`src/rtl/mem_lsu.sv`:
```
`default_nettype none
// ============================================================================
// Module   : mem_lsu
// Purpose  : Load/store unit between EX/MEM and a word-organised data memory.
//            Turns byte/halfword accesses into word accesses (read-modify-
//            write for sub-word stores), extends load results big-endian,
//            and flags misaligned or illegal operations.
// Revision : 1.0  initial release
// ============================================================================
module mem_lsu #(
  parameter int ADDR_SHIFT = 2
) (
  input  logic        clk,
  input  logic        rst_n,
  input  logic        req_valid,
  output logic        req_ready,
  input  logic        req_store,
  input  logic [2:0]  req_op,
  input  logic [31:0] req_addr,
  input  logic [31:0] req_wdata,
  output logic [31:0] mem_addr,
  output logic        mem_read,
  output logic        mem_write,
  output logic [31:0] mem_wdata,
  input  logic [31:0] mem_rdata,
  output logic        done,
  output logic [31:0] load_data,
  output logic        fault
);

  localparam logic [2:0] S_IDLE = 3'd0;
  localparam logic [2:0] S_RD   = 3'd1;
  localparam logic [2:0] S_CAP  = 3'd2;
  localparam logic [2:0] S_WR   = 3'd3;
  localparam logic [2:0] S_DONE = 3'd4;

  localparam logic [2:0] OP_WORD = 3'b010;

  logic [2:0]  state;
  logic [2:0]  op_q;
  logic        store_q;
  logic [1:0]  off_q;
  logic [31:0] wdata_q;

  logic        accept;
  logic        bad_req;
  logic [7:0]  sel_byte;
  logic [15:0] sel_half;
  logic [31:0] ext_data;
  logic [31:0] merged;

  assign req_ready = (state == S_IDLE);
  assign accept    = req_valid & req_ready;

  // Classify the incoming request: unknown codes, unsigned stores, misalignment
  always_comb begin
    bad_req = 1'b0;
    case (req_op)
      3'b000, 3'b001, 3'b010, 3'b100, 3'b101: bad_req = 1'b0;
      default:                                bad_req = 1'b1;
    endcase
    if (req_store && req_op[2])
      bad_req = 1'b1;
    if ((req_op[1:0] == 2'b01) && req_addr[0])
      bad_req = 1'b1;
    if ((req_op[1:0] == 2'b10) && (req_addr[1:0] != 2'b00))
      bad_req = 1'b1;
  end

  // Big-endian lane selection, load extension and sub-word store merge
  always_comb begin
    case (off_q)
      2'd0:    sel_byte = mem_rdata[31:24];
      2'd1:    sel_byte = mem_rdata[23:16];
      2'd2:    sel_byte = mem_rdata[15:8];
      default: sel_byte = mem_rdata[7:0];
    endcase
    sel_half = off_q[1] ? mem_rdata[15:0] : mem_rdata[31:16];

    case (op_q[1:0])
      2'b00:   ext_data = op_q[2] ? {24'd0, sel_byte} : {{24{sel_byte[7]}}, sel_byte};
      2'b01:   ext_data = op_q[2] ? {16'd0, sel_half} : {{16{sel_half[15]}}, sel_half};
      default: ext_data = mem_rdata;
    endcase

    merged = mem_rdata;
    if (op_q[1:0] == 2'b00) begin
      case (off_q)
        2'd0:    merged[31:24] = wdata_q[7:0];
        2'd1:    merged[23:16] = wdata_q[7:0];
        2'd2:    merged[15:8]  = wdata_q[7:0];
        default: merged[7:0]   = wdata_q[7:0];
      endcase
    end else begin
      if (off_q[1])
        merged[15:0]  = wdata_q[15:0];
      else
        merged[31:16] = wdata_q[15:0];
    end
  end

  // Sequencer: strobes and completion flags are registered alongside the state
  always_ff @(posedge clk or negedge rst_n) begin
    if (!rst_n) begin
      state     <= S_IDLE;
      op_q      <= 3'd0;
      store_q   <= 1'b0;
      off_q     <= 2'd0;
      wdata_q   <= 32'd0;
      mem_addr  <= 32'd0;
      mem_read  <= 1'b0;
      mem_write <= 1'b0;
      mem_wdata <= 32'd0;
      done      <= 1'b0;
      load_data <= 32'd0;
      fault     <= 1'b0;
    end else begin
      mem_read  <= 1'b0;
      mem_write <= 1'b0;
      done      <= 1'b0;
      case (state)
        S_IDLE: begin
          if (accept) begin
            op_q     <= req_op;
            store_q  <= req_store;
            off_q    <= req_addr[1:0];
            wdata_q  <= req_wdata;
            mem_addr <= req_addr >> ADDR_SHIFT;
            if (bad_req) begin
              // Faulted requests never touch memory
              state     <= S_DONE;
              done      <= 1'b1;
              fault     <= 1'b1;
              load_data <= 32'd0;
            end else if (req_store && (req_op == OP_WORD)) begin
              // Full-word store needs no read-back
              state     <= S_WR;
              mem_write <= 1'b1;
              mem_wdata <= req_wdata;
            end else begin
              state    <= S_RD;
              mem_read <= 1'b1;
            end
          end
        end
        S_RD: begin
          state <= S_CAP;
        end
        S_CAP: begin
          if (store_q) begin
            mem_wdata <= merged;
            mem_write <= 1'b1;
            state     <= S_WR;
          end else begin
            load_data <= ext_data;
            fault     <= 1'b0;
            done      <= 1'b1;
            state     <= S_DONE;
          end
        end
        S_WR: begin
          load_data <= 32'd0;
          fault     <= 1'b0;
          done      <= 1'b1;
          state     <= S_DONE;
        end
        S_DONE: begin
          state <= S_IDLE;
        end
        default: begin
          state <= S_IDLE;
        end
      endcase
    end
  end

endmodule
`default_nettype wire

```
`config.mk`:
```
export PLATFORM = sky130hd
export DESIGN_NAME = mem_lsu
export DESIGN_NICKNAME = d
export VERILOG_FILES = /design/src/rtl/mem_lsu.sv
export SDC_FILE = /design/constraint.sdc
export NUM_CORES = 1
export LEC_CHECK = 0
export CAP_MARGIN = 0
export CORE_ASPECT_RATIO = 0.8
export CORE_MARGIN = 2
export CORE_UTILIZATION = 41
export CTS_CLUSTER_DIAMETER = 100
export DETAILED_ROUTE_END_ITERATION = 6
export PLACE_DENSITY = 0.76
export SYNTH_ARGS = -nofsm -noshare
export SYNTH_HDL_FRONTEND = slang
export SYNTH_SLANG_ARGS = --single-unit
```
`constraint.sdc`:
```
create_clock -name clk -period 1.98 [get_ports clk]
set_clock_uncertainty 0.2 [all_clocks]
set_input_delay 0.198 -clock clk [delete_from_list [all_inputs] [get_ports clk]]
set_output_delay 0.198 -clock clk [all_outputs]
set_load 0.01 [all_outputs]
```
==> impl_results.md, run 1 <==
* Outcome: complete, no violations
* Pre-CTS setup slack at -332.2 ps
* Fmax at 518.2 MHz
* Hold Crit Class: in2async
* Simple-Gate Fraction of Synth Area at 9.158%
* Relative slew slack at 52.26%
* CTS buffer count at 17
* CTS tree: yes
* Grt total ovfl at 0
* Die X at ~140 um
* WP data required at 2060 ps
* Initial core utilization at 41.90%
* Htree depth at 4
* Part of the Yosys area used for sequential elements at between 50% and 60%
* Initial antenna violation count at 0
* Vias per inst at ~5.6
* Slew Limit Fails at 0
* Full die area at ~16,000 sq um
* # clock sinks at 123
* Via count at 5,636
* Worst setup EP type: register
* Synth Instances at 571
* Clock transition at path regs at 50 ps
* Diodes inserted at 0
* CP Max Fanout at 11
* Gpl congestion at ~0.86
* Netlist cell types at 50
* Unrepaired setup endpoints after global routing: true
* Max cap viols at 0
* Total Negative Setup Slacks at 0 ps
* EDFF count, synth at 0
* Final ANT Viol Nets at 0
* Setup ws final at 50.34 ps
* Synth area leaders: dfrtp_1 52%, mux2_1 9.2%, a21oi_1 3.6%
* Yosys reg bits at 123
* DRT Wirelength at 19,330 um
* Worst IR Drop VDD at 0.8660 mV
* CTS Buffer Depth at 2
* Clock root buffer: clkbuf_16
* Synth Area in Adders at 0%
* PD cells at 1563 nW/um^2
* Port bufs at 201
* Share of Yosys cell area claimed by the top area cell type at 51.55%
* Placeable core region at 14,250 sq um
* First-pass GRT wire length at approximately 30,000 um
* Final hold slack at 128.0 ps
* Synth Area in Compound Gates at 23.20%
* Worst slew pin tran at 712.3 ps
* Fin crit share at 97.46%
* Sequential cell area at 3085 sq um
* Vias in the first global route at 5,565
* Finish-stage setup viols at 0
* Multiplexer share of the synthesized area at 10.81%
* Layout cell share with drive strength beyond 1 at between 10 and 15%
* Largest net degree at the start of global routing at 49
* Setup crit start kind: register
* Wirelength per Cell at 19.36 um
* Boundary Pins at between 200 and 250
* Ys async rst share at 100.0%
* Fill count at 1,106
* Avg Inst Size Synth at 10.46 sq um
* CP arrival at 2010 ps
* Area grow syn2layout at 56.37%
* Fin util at 65.53%
* Multi-input gate area at 2700 sq um
* Starting DRC count in detailed routing at 578
* Ys flop type: dfrtp_1
* Total track usage at between 20% and 30%
* HPWL Detailed at between 10,000 and 15,000 um
* Xor/xnor share of the synthesized area at 0%
* Mapped cell area at 5971 sq um
* Clk_lat worst skew at 410 ps
* Die height at 111.9 um
* DRT Pass-1 Iters at 6
* Row count at 39
* Nets at 906
* Cell taking the most area after synthesis: dfrtp_1
* Critical path type: reg2reg
* Largest family of logic cells by synthesized area: compound AO/OA/AOI/OAI gates
* DRC at 0
* Final Hold Vio Count at 0
* Min Tclk post-route at 1930 ps
* YS warnings at 0
* Cell leakage power at 3.967 nW
==> critical path, cell delays in order, from the launching register on <==
cell,delay (ps)
dfrtp_2,430
buf_4,150
buf_4,190
nor3b_4,320
nor2_4,110
o221ai_1,300
a21oi_1,100
==> synthesized netlist by cell type, types with 2 or more instances <==
master    count
a21o_1        7
a21oi_1      43
a221o_1       2
a221oi_1      7
a22o_1       22
a22oi_1       7
buf_1         2
buf_2        12
buf_4         2
buf_6         4
clkbuf_1     28
dfrtp_1     123
inv_1        17
inv_2         4
mux2_1       49
mux2i_1       6
nand2_1      45
nand2b_1     20
nor2_1       34
nor3_1        3
o21ai_0      33
o21ai_1      43
o221ai_1     22
o311a_1       8
or2_1         3
==> metrics by stage <==
| step | area (sq um) | instances | power, mW |
|---|---|---|---|
| after floorplan | 5974 | 572 | 7.494 |
| after global placement | 8478 | 959 | 10.58 |
| after detailed placement | 8478 | 959 | 10.81 |
| after CTS | 9190 | 993 | 14.34 |
| after global routing | 9336 | 998 | 15.44 |
| final | 9336 | 998 | 14.60 |
==> placed cells by master (no fill, tap or decap), types with 2 or more instances in the layout <==
master and instances:
inv_2 4, mux2_1 49, dfrtp_1 117, o311a_1 8
nor3b_4 2, buf_6 5, conb_1 2, clkdlybuf4s50_1 199
nand2b_1 20, bufinv_16 5, clkinv_2 3, clkbuf_8 3
a21oi_1 43, a22o_1 22, nor3_2 2, a21o_1 7
buf_4 42, inv_1 17, or2_1 2, nor2_1 32
buf_12 9, a22oi_1 6, a221o_1 2, o21ai_1 50
mux2i_1 6, o221ai_2 2, a32oi_4 2, dfrtp_2 6
clkbuf_1 2, a221oi_1 6, o21ai_0 26, nor2_4 2
o221ai_1 20, nand2_1 45, clkbuf_16 18
==> routing by layer <==
layer	vias to the layer above	GRT usage (%)	part of all wire, %
met1	2731	35.55	44
met5	-	0	0
met3	27	7.828	10
met2	322	36.78	45
li1	2556	-	-
met4	0	6.667	1.5
==> registers in the layout, summed over array words and instances (netlist names) <==
register,cells
done,1
fault,1
load_data,32
mem_addr,30
mem_read,1
mem_wdata,32
mem_write,1
off_q,2
op_q,3
state,3
store_q,1
wdata_q,16
==> cells by family (layout without fill, tap and decap cells) <==
logic type | Yosys count | count (layout)
flops | 123 | 123
compound gates | 206 | 206
simple gates | 115 | 116
other cells | 1 | 2
buf+inv | 69 | 310
mux | 57 | 57
==> cell type report <==
type	instances	area share [%]
clock buffer	22	5.079
clock inverter	8	1.769
inverter	21	0.8443
multi-input combinational	381	28.92
sequential	123	33.05
tap	184	2.466
timing repair buffer	259	27.87
==> what timing repair did <==
action / in CTS / in global routing
hold buffers: 1 / 0
endpoints found under the setup margin: 74 / 93
buffers inserted: 3 / 3
cloned: 0 / 2
pin swaps: 1 / 1
endpoints found under the hold margin: 37 / 0
gates resized for setup: 7 / 29
==> path summary, 6_finish.rpt <==
path	from	endpoint	slack, ps	cells past startpoint
hold reg to reg	wdata_q[8]	wdata_q[8]	280	1
setup reg to reg	off_q[0]	mem_wdata[31]	50	6
max in group asynchronous	rst_n	wdata_q[9]	810	3
setup / recovery	off_q[0]	mem_wdata[31]	50	6
min in group clk	req_wdata[7]	wdata_q[7]	180	3
hold / removal	rst_n	mem_addr[6]	130	2
==> where the power goes <==
part	switching (mW)	internal (mW)	leakage, nW
combinational	3.29	3.51	2.14
clock	1.06	2.31	0.316
sequential	0.775	3.65	1.52
total	5.13	9.47	3.97
Power figures use the tool's default switching activity.
==> run 2: changes to the inputs <==
--- a/config.mk
+++ b/config.mk
@@ -12,6 +12,7 @@
 export CTS_CLUSTER_DIAMETER = 100
 export DETAILED_ROUTE_END_ITERATION = 6
 export PLACE_DENSITY = 0.76
+export SETUP_SLACK_MARGIN = 0.5
 export SYNTH_ARGS = -nofsm -noshare
 export SYNTH_HDL_FRONTEND = slang
 export SYNTH_SLANG_ARGS = --single-unit
==> run 2 against run 1 <==
Compared with the run above: fmax decreased by 0.12%; sequential power about the same; global-route usage increased by 2.3 points; cell area increased by 7.4%; clock-buffer cell count increased by 2; via count increased by 3.6%.
==> impl_results.md, run 2 (synthesis gave the netlist of run 1 again) <==
* Outcome: complete, no violations (unchanged)
* Clock transition at path regs at 50 ps (about the same)
* Slew Limit Fails at 0 (unchanged)
* DRC at 0 (unchanged)
* DRT Wirelength at 22,130 um (was 19,330 um)
* Placeable core region at 14,250 sq um (unchanged)
* Reg2Reg Depth at 6 (unchanged)
* Fin crit share at 97.58% (was 97.46%)
* Max cap viols at 0 (unchanged)
* Gpl congestion at 0.9406 (was 0.8588)
* Fin util at 70.36% (was 65.53%)
* Final ANT Viol Nets at 0 (unchanged)
* Met2 usage at 41.81% (was 36.78%)
* Layout cell share with drive strength beyond 1 at 26.05% (was 14.25%)
* R2R Path End: load_data[3] (was mem_wdata[31])
* Post-placement cell count at 951 (was 959)
* Via count at 5,839 (was 5,636)
* CTS tree: yes (unchanged)
* Met3 usage in global routing at 8.516% (was 7.828%)
* Most frequent cells in the layout: 120 x dfrtp_1, 100 x clkdlybuf4s50_1, 44 x dlymetal6s2s_1 (was 199 x clkdlybuf4s50_1, 117 x dfrtp_1, 50 x o21ai_1)
* CP Max Fanout at 34 (was 11)
* Nets at 924 (was 906)
* Total Negative Setup Slacks at 0 ps (unchanged)
* Unrepaired setup endpoints after global routing: true (unchanged)
* Final hold slack at 45.10 ps (was 128.0 ps)
* Port bufs at 201 (unchanged)
* WP data required at 2070 ps (was 2060 ps)
* Fmax at 517.6 MHz (was 518.2 MHz)
* Row count at 39 (unchanged)
* Non-Filler Instances at 1,017 (was 998)
* Most common cell after layout, fill and taps aside: dfrtp_1 (was clkdlybuf4s50_1)
* Largest regs: load_data x32, mem_wdata x32, mem_addr x30 (unchanged)
* Setup crit start kind: register (unchanged)
* First-pass GRT wire length at 32,970 um (was 30,130 um)
* CTS buffer count at 17 (unchanged)
* CTS Buffer Depth at 2 (unchanged)
* Wirelength per Cell at 21.76 um (was 19.36 um)
* R2R Setup Slk at 50 ps (about the same)
* Vias per inst at 5.741 (was 5.647)
* Grt met1 use at 37.65% (was 35.55%)
* Min Tclk post-route at 1932 ps (was 1930 ps)
* Largest net degree at the start of global routing at 59 (was 49)
* Full die area at 15,550 sq um (unchanged)
* Initial antenna violation count at 0 (unchanged)
* GRT busiest layer: met2 (unchanged)
* Setup ws final at 47.97 ps (was 50.34 ps)
* Worst IR Drop VDD at 0.8964 mV (was 0.8660 mV)
* # clock sinks at 123 (unchanged)
* Htree depth at 4 (unchanged)
* Starting DRC count in detailed routing at 651 (was 578)
* Initial core utilization at 41.90% (unchanged)
* Area grow syn2layout at 67.92% (was 56.37%)
* Worst setup EP type: register (unchanged)
* Pre-CTS setup slack at -287.8 ps (was -332.2 ps)
* Cell leakage power at 4.881 nW (was 3.967 nW)
* Clk_lat worst skew at 410 ps (about the same)
* Boundary Pins at 204 (unchanged)
* CP arrival at 2030 ps (was 2010 ps)
* Final Cell Area at 10,030 sq um (was 9336 sq um)
* PD cells at 1523 nW/um^2 (was 1563 nW/um^2)
* Placement Cell Area at 8479 sq um (was 8478 sq um)
* Hold Crit Class: in2async (unchanged)
* Die X at 138.9 um (unchanged)
* Grt total ovfl at 0 (unchanged)
* Finish-stage setup viols at 0 (unchanged)
* Vias in the first global route at 5,818 (was 5,565)
* Critical path type: reg2reg (unchanged)
* Clock root buffer: clkbuf_16 (unchanged)
* RR Startpoint: state[2] (was off_q[0])
* Pwr Total at 15.27 mW (was 14.60 mW)
* HPWL Detailed at 14,330 um (was 14,270 um)
* Final Hold Vio Count at 0 (unchanged)
* Die height at 111.9 um (unchanged)
* Fill count at 983 (was 1,106)
* Total track usage at 27.16% (was 24.86%)
* DRT Pass-1 Iters at 5 (was 6)
* Diodes inserted at 0 (unchanged)
run 2: cell count changes in the layout (fill, tap and decap cells not counted), moves of 11 or more:
| cell | delta |
|---|---|
| clkdlybuf4s50_1 | -99 |
| nand2_1 | -11 |
| o21ai_1 | -17 |
| mux2_1 | -33 |
| mux2_4 | +33 |
| clkdlybuf4s15_1 | +36 |
| dlymetal6s2s_1 | +44 |
| clkbuf_2 | +18 |
run 2: timing repair:
item	in CTS	in global routing
hold buffers	1	0
cloned	5	7
hold endpoints to repair	123	0
buffers inserted	17	5
pin swaps	5	7
setup endpoints to repair	219	185
gates resized for setup	146	155
run 2: layer usage:
metal | up-vias | share of wire (%)
met3 | 49 | 10
met4 | 0 | 1.8
met2 | 358 | 46
met1 | 2843 | 42
met5 | - | 0
li1 | 2589 | -
run 2: report_power, final:
| group | total [mW] | internal, mW | switching, mW |
|---|---|---|---|
| Clock | 2.91 | 1.81 | 1.10 |
| Combinational | 7.93 | 4.07 | 3.86 |
| Sequential | 4.43 | 3.64 | 0.790 |
| Total | 15.3 | 9.52 | 5.75 |
run 2: cell type report:
cell class | count | area (sq um) | share of cell area, %
clock inverter | 7 | 66.31 | 0.6614
tap | 184 | 230.2 | 2.296
timing repair buffer | 278 | 3052 | 30.44
multi-input combinational | 380 | 3028 | 30.20
clock buffer | 24 | 481.7 | 4.805
inverter | 21 | 86.33 | 0.8611
sequential | 123 | 3082 | 30.74
run 2: how the worst max path moves through the flow:
stage,endpoint,from,cells after the start
finish,load_data[3],state[2],6
detailed placement,load_data[19],mem_rdata[31],5
global placement,load_data[29],mem_rdata[31],5
global route,mem_wdata[19],state[2],7
CTS,mem_wdata[12],off_q[1],5
floorplan,load_data[5],state[0],5
run 2: worst max-delay path: stages (launching register included):
cell and delay [ps]:
dfrtp_2 450, nor4b_4 320, buf_4 160, buf_6 100, a32oi_4 130, buf_12 200
a22o_1 240
